## src/rtl/mod_n_updown_counter.sv

```systemverilog
// Modulo-N up/down counter with enable, range-checked parallel load, terminal-count
// pulse and load-error pulse. Define MOD_N_CNT_SAT_EN for saturating (non-wrapping) counts.
module mod_n_updown_counter #(
  parameter int WIDTH     = 4,
  parameter int MODULUS   = 12,
  parameter int RESET_VAL = 0
) (
  input  logic             clk,
  input  logic             rst,
  input  logic             en,
  input  logic             load,
  input  logic             up_down,
  input  logic [WIDTH-1:0] data_in,
  output logic [WIDTH-1:0] data_out,
  output logic             tc,
  output logic             load_err
);

  if (MODULUS < 2) begin : g_chk_mod_min
    $error("mod_n_updown_counter: MODULUS must be >= 2");
  end
  if (MODULUS > (2 ** WIDTH)) begin : g_chk_mod_max
    $error("mod_n_updown_counter: MODULUS must be <= 2**WIDTH");
  end
  if ((RESET_VAL < 0) || (RESET_VAL >= MODULUS)) begin : g_chk_rst_val
    $error("mod_n_updown_counter: RESET_VAL must be in 0..MODULUS-1");
  end

  localparam logic [WIDTH-1:0] MAX_VAL = WIDTH'(MODULUS - 1);
  localparam logic [WIDTH-1:0] RST_VAL = WIDTH'(RESET_VAL);
  // One extra bit so MODULUS == 2**WIDTH is representable in the load range check.
  localparam logic [WIDTH:0]   MOD_EXT = (WIDTH + 1)'(MODULUS);

`ifdef MOD_N_CNT_SAT_EN
  localparam bit SATURATE = 1'b1;
`else
  localparam bit SATURATE = 1'b0;
`endif

  typedef enum logic [1:0] {
    OP_HOLD,
    OP_LOAD,
    OP_UP,
    OP_DOWN
  } op_e;

  logic [WIDTH-1:0] data_d, data_q;
  logic             tc_d, tc_q;
  logic             load_err_d, load_err_q;
  logic             valid_load;
  logic             at_max;
  logic             at_zero;
  op_e              op;

  assign valid_load = load && ({1'b0, data_in} < MOD_EXT);
  assign at_max     = (data_q == MAX_VAL);
  assign at_zero    = (data_q == '0);

  always_comb begin
    if (valid_load)   op = OP_LOAD;
    else if (!en)     op = OP_HOLD;
    else if (up_down) op = OP_UP;
    else              op = OP_DOWN;
  end

  // NOTE: every output of this block gets a default first so no path leaves a
  // value unassigned, which would otherwise infer a latch.
  always_comb begin
    data_d     = data_q;
    tc_d       = 1'b0;
    load_err_d = load && !valid_load;
    unique case (op)
      OP_LOAD: data_d = data_in;
      OP_UP: begin
        if (at_max) begin
          tc_d   = 1'b1;
          data_d = SATURATE ? data_q : '0;
        end else begin
          data_d = data_q + WIDTH'(1);
        end
      end
      OP_DOWN: begin
        if (at_zero) begin
          tc_d   = 1'b1;
          data_d = SATURATE ? data_q : MAX_VAL;
        end else begin
          data_d = data_q - WIDTH'(1);
        end
      end
      default: data_d = data_q;
    endcase
  end

  // NOTE: state registers use non-blocking assignments so every flop samples the
  // pre-edge values of the others, regardless of statement order.
  always_ff @(posedge clk) begin
    if (rst) begin
      data_q     <= RST_VAL;
      tc_q       <= 1'b0;
      load_err_q <= 1'b0;
    end else begin
      data_q     <= data_d;
      tc_q       <= tc_d;
      load_err_q <= load_err_d;
    end
  end

  assign data_out = data_q;
  assign tc       = tc_q;
  assign load_err = load_err_q;

endmodule
```

## config.mk

```make
export PLATFORM = sky130hd
export DESIGN_NAME = mod_n_updown_counter
export DESIGN_NICKNAME = d
export VERILOG_FILES = /design/src/rtl/mod_n_updown_counter.sv
export SDC_FILE = /design/constraint.sdc
export NUM_CORES = 1
export LEC_CHECK = 0
export ABC_AREA = 1
export BUFFER_PORTS_ARGS = -buffer_cell sky130_fd_sc_hd__buf_2
export CAP_MARGIN = 20
export CORE_AREA = 8 8 45 47
export CTS_CLUSTER_DIAMETER = 150
export DETAILED_ROUTE_END_ITERATION = 12
export DIE_AREA = 0 0 53 55
export HOLD_SLACK_MARGIN = 0.12
export PLACE_DENSITY = 0.64
export SETUP_SLACK_MARGIN = 0.1
export SYNTH_ARGS = -nofsm -noshare
export SYNTH_HDL_FRONTEND = slang
export SYNTH_SLANG_ARGS = --single-unit
```

## constraint.sdc

```tcl
create_clock -name clk -period 1.9 [get_ports clk]
set_input_delay 0.38 -clock clk [delete_from_list [all_inputs] [get_ports clk]]
set_output_delay 0.38 -clock clk [all_outputs]
set_load 0.02 [all_outputs]
```

# Word level (Yosys, flattened, before mapping)
# Index checks and enable logic that the tools add are counted.
# totals
output_inout_bits,6
ff_bits,6
elab_cells,24
inputBits,9
# op_classes
muxes,9
n_reduce_logical,5
add_sub_neg,2
order_cmp,1
n_eq_ne,4
# ops
cell,n
4-bit one-hot mux with 3 select lines,1
4-bit two-way mux,2
4-bit by 1-bit adder with 4-bit output (second input constant),1
2-bit == test (second input constant),2
4-bit == test (second input constant),1
4-bit zero test,1
4-bit < comparator (second input constant),1
2-bit two-way mux,2
4-bit by 1-bit subtractor with 4-bit output (second input constant),1
1-bit two-way mux,3
3-bit nonzero test,1
2-bit by 1-bit == test with 1-bit output (second input constant),1
1-bit logical AND,2
1-bit one-hot mux with 2 select lines,1
1-bit zero test,1

# Logic depth before layout (Yosys ltp)
# logic_depth
word_depth,5
depth_mapped,8
ltp_nobuf,8

# Worst setup path before layout
# No wires, ideal clock.
# synth_timing
kind,register -> register
start,reg data_q[0] (netlist: data_out[0])
end,reg data_q[3] (netlist: data_out[3])
path_buffers,0
setup_ns,0.109
period_less_slack_ns,1.316
t_arrival_ns,1.207
t_required_ns,1.791
path_stages_with_launch,9
setup_slack_ns,0.584
path_cell_list,dfxtp_1 inv_1 ha_1 nand3_1 nor2_1 nor2_1 nand3_1 nand2_1 inv_1
# synth_between
elab_chain_cells,3
elab_cells_between_ends,7
cone_classes,add/sub (2); eq/ne (1); mux (3); reduce/logical (1)
# synth_lines
element,line_no,source
from (decl),47,"logic [WIDTH-1:0] data_d, data_q;"
from (signal assigned),102,data_q <= data_d;
4-bit by 1-bit subtractor with 4-bit output (tied with other cells),87,data_d = data_q - WIDTH'(1);
"4-bit two-way mux, on equally long branches","83, 75",
4-bit one-hot mux with 3 select lines *,72,unique case (op)
# Every way passes the cells marked *; elsewhere a longest branch is shown, timed or not.
# A chain may end at the register's enable or synchronous reset.

# Final worst setup path
# Ends and elaborated chain as after synthesis.

==> results.yml <==
sta:
  drv_slew: 0
  fin_crit_sh: 0.712
  fin_crit_ps: 1350
  max_freq_mhz: 740
  fin_skew_ps: 8.16
  fin_ws_ps: 548
  fin_tns_setup_ps: 0
  tightest_slew_ps: 198
  rsz0062_at_grt: "no"
  setup_viol: 0
  slew_headroom: 0.866
  hold_viol: 0
final_layout:
  area_growth_syn_to_layout_pct: 23.9
  mostFrequentLayoutCells: "15 x inv_1, 14 x nand2_1, 14 x buf_2"
  design_area_um2: 583
  post-route-util: 0.421
  nets: 107
  antenna_cells: 0
  drive_above_1_share: 0.255
  mostFrequentLayoutCell: "inv_1"
cts:
  cts_setup_buffers: 0
  clock_latency_ps: 250
  cts_buffers: 3
  clockRootBuffer: "clkbuf_4"
  hold_buffers: 0
  clkTransAtPathRegs_ps: 50
  clock-sinks: 6
  htreeDepth: 1
  clk_path_buf_depth: 2
  tritoncts: "built"
  cts_resized: 0
place:
  gp_congestion: 0.848
  dpl-instance-area_um2: 561
  post-place-ws_ps: 571
  port_buffers: 14
  dp_hpwl_um: 956
run:
  maxCapViolations: 0
drt:
  post_drt_wl_per_cell_um: 10.7
  via_per_inst: 4.69
  wl_met1_um: 573
  wirelength_mm: 1.18
  wl_met2_um: 506
  drc: 0
  top_layer: "met3"
  drt_first_iter_violations: 22
  wl_met3_um: 102
  firstDrtPassIters: 4
  vias: 516
  ant_nets: 0
outcome:
  status: "complete, no violations"
pwr:
  peakVddDrop_mv: 0.565
  pwr_density_cell_mw_per_mm2: 658
  finalPower_uw: 384
  leakage_nw: 0.333
  swShare: 0.348
  combPwrFrac: 0.303
  p_sw_uw: 133
  power_frac_clock: 0.314
  p_int_uw: 250
  power_frac_seq: 0.383
floorplan:
  die_h_um: 55
  core_mm2: 0.00138
  die_w_um: 53
  ios: 15
  die_area_mm2: 0.00292
  start_util: 0.340
  placementRows: 14
setup_path:
  end_kind: "register"
  worstPathRequired_ps: 2040
  cp-start-kind: "register"
  crit_type: "register to register"
  cp_max_fo: 6
  crit_arrival_ps: 1490
logic_synthesis:
  syn_area_per_cell_um2: 6.11
  seq_area_frac_synth: 0.255
  synthCells: 77
  synth.distinct_cells: 18
  synth_warnings: 0
  ys_ff_latch: 6
  synth_nets: 88
  syn-cell-area_um2: 470
grt:
  overflow: 0
  track_usage: 0.0925
  grt_pass1_wl_mm: 2.07
  grt_max_degree: 8
  grt_pass1_vias: 512
  antenna_found_initial: 0
worst_hold_path:
  hp-class: "input port to register"
## state kept, by name, summed over array words and instances (netlist names)
signal,cells
tc,1
data_out,4
load_err,1
## cell families (layout without fill, tap and decap cells)
group / count (synthesis) / after routing / share of synthesized area
AND/OR/NAND/NOR: 41 / 41 / 0.426
flip-flops: 6 / 6 / 0.255
AO/OA/AOI/OAI: 10 / 10 / 0.112
buffers and inverters: 17 / 34 / 0.136
adder cells (fa/ha/maj): 2 / 2 / 0.0532
XOR/XNOR: 1 / 1 / 0.0186
## worst paths after layout
path                                     to  slack [ps]        start  cells past startpoint
worst min-delay path                     tc         320          rst                      2
worst min register to register  data_out[1]         670  data_out[1]                      3
worst max register to register  data_out[3]         550  data_out[0]                      8
worst max-delay path            data_out[3]         550  data_out[0]                      8
## critical path: stages, from the launching register on
cell	delay (ps)
dfxtp_1	430
inv_1	120
ha_1	240
nand3_1	110
nor2_1	70
nor2_1	90
nand3_1	80
nand2_1	60
inv_1	30
## cells in the mapped netlist
master     n  share of area
a21oi_1    3          0.032
dfxtp_1    6           0.26
nand2_2    2          0.027
ha_1       2          0.053
nor2_1     6          0.048
inv_1     15           0.12
nand2_4    1          0.024
o21ai_0    6          0.064
inv_2      2          0.016
nor2_4     1          0.024
nand3b_1   1          0.016
nand3_1   13           0.14
xor2_1     1          0.019
nand2_1   14           0.11
nand4_1    1          0.013
o21bai_1   1          0.016
nor2_2     1          0.013
nor3_1     1          0.011
## power groups by stage
stage          Combinational (mW)  Sequential [mW]  Clock [mW]
3_5_place_dp                0.115            0.149           0
4_1_cts                     0.116            0.147       0.124
5_1_grt                     0.131            0.148       0.137
2_1_floorplan              0.0692            0.158           0
3_3_place_gp                0.116            0.149           0
6_report                    0.116            0.147       0.120
## per-layer routing
layer,vias up,global-route usage
li1,279,-
met1,221,0.114
met2,16,0.139
met3,0,0.0535
met4,0,0.0129
met5,-,0
## layout make-up
cell class              instances  area (um^2)
repair buffers                 14         70.1
flip-flops and latches          6          120
multi-input cells              54          287
inverters                      17         63.8
fillers                       147          801
clock buffers                   3         22.5
well taps                      16         20.0
## per-stage QoR
stage | instances | hold WS (ps)
4_1_cts | 110 | 322
3_3_place_gp | 107 | 584
2_1_floorplan | 77 | 452
6_report | 110 | 323
3_5_place_dp | 107 | 583
5_1_grt | 110 | 315
(Power assumes the default switching activity.)
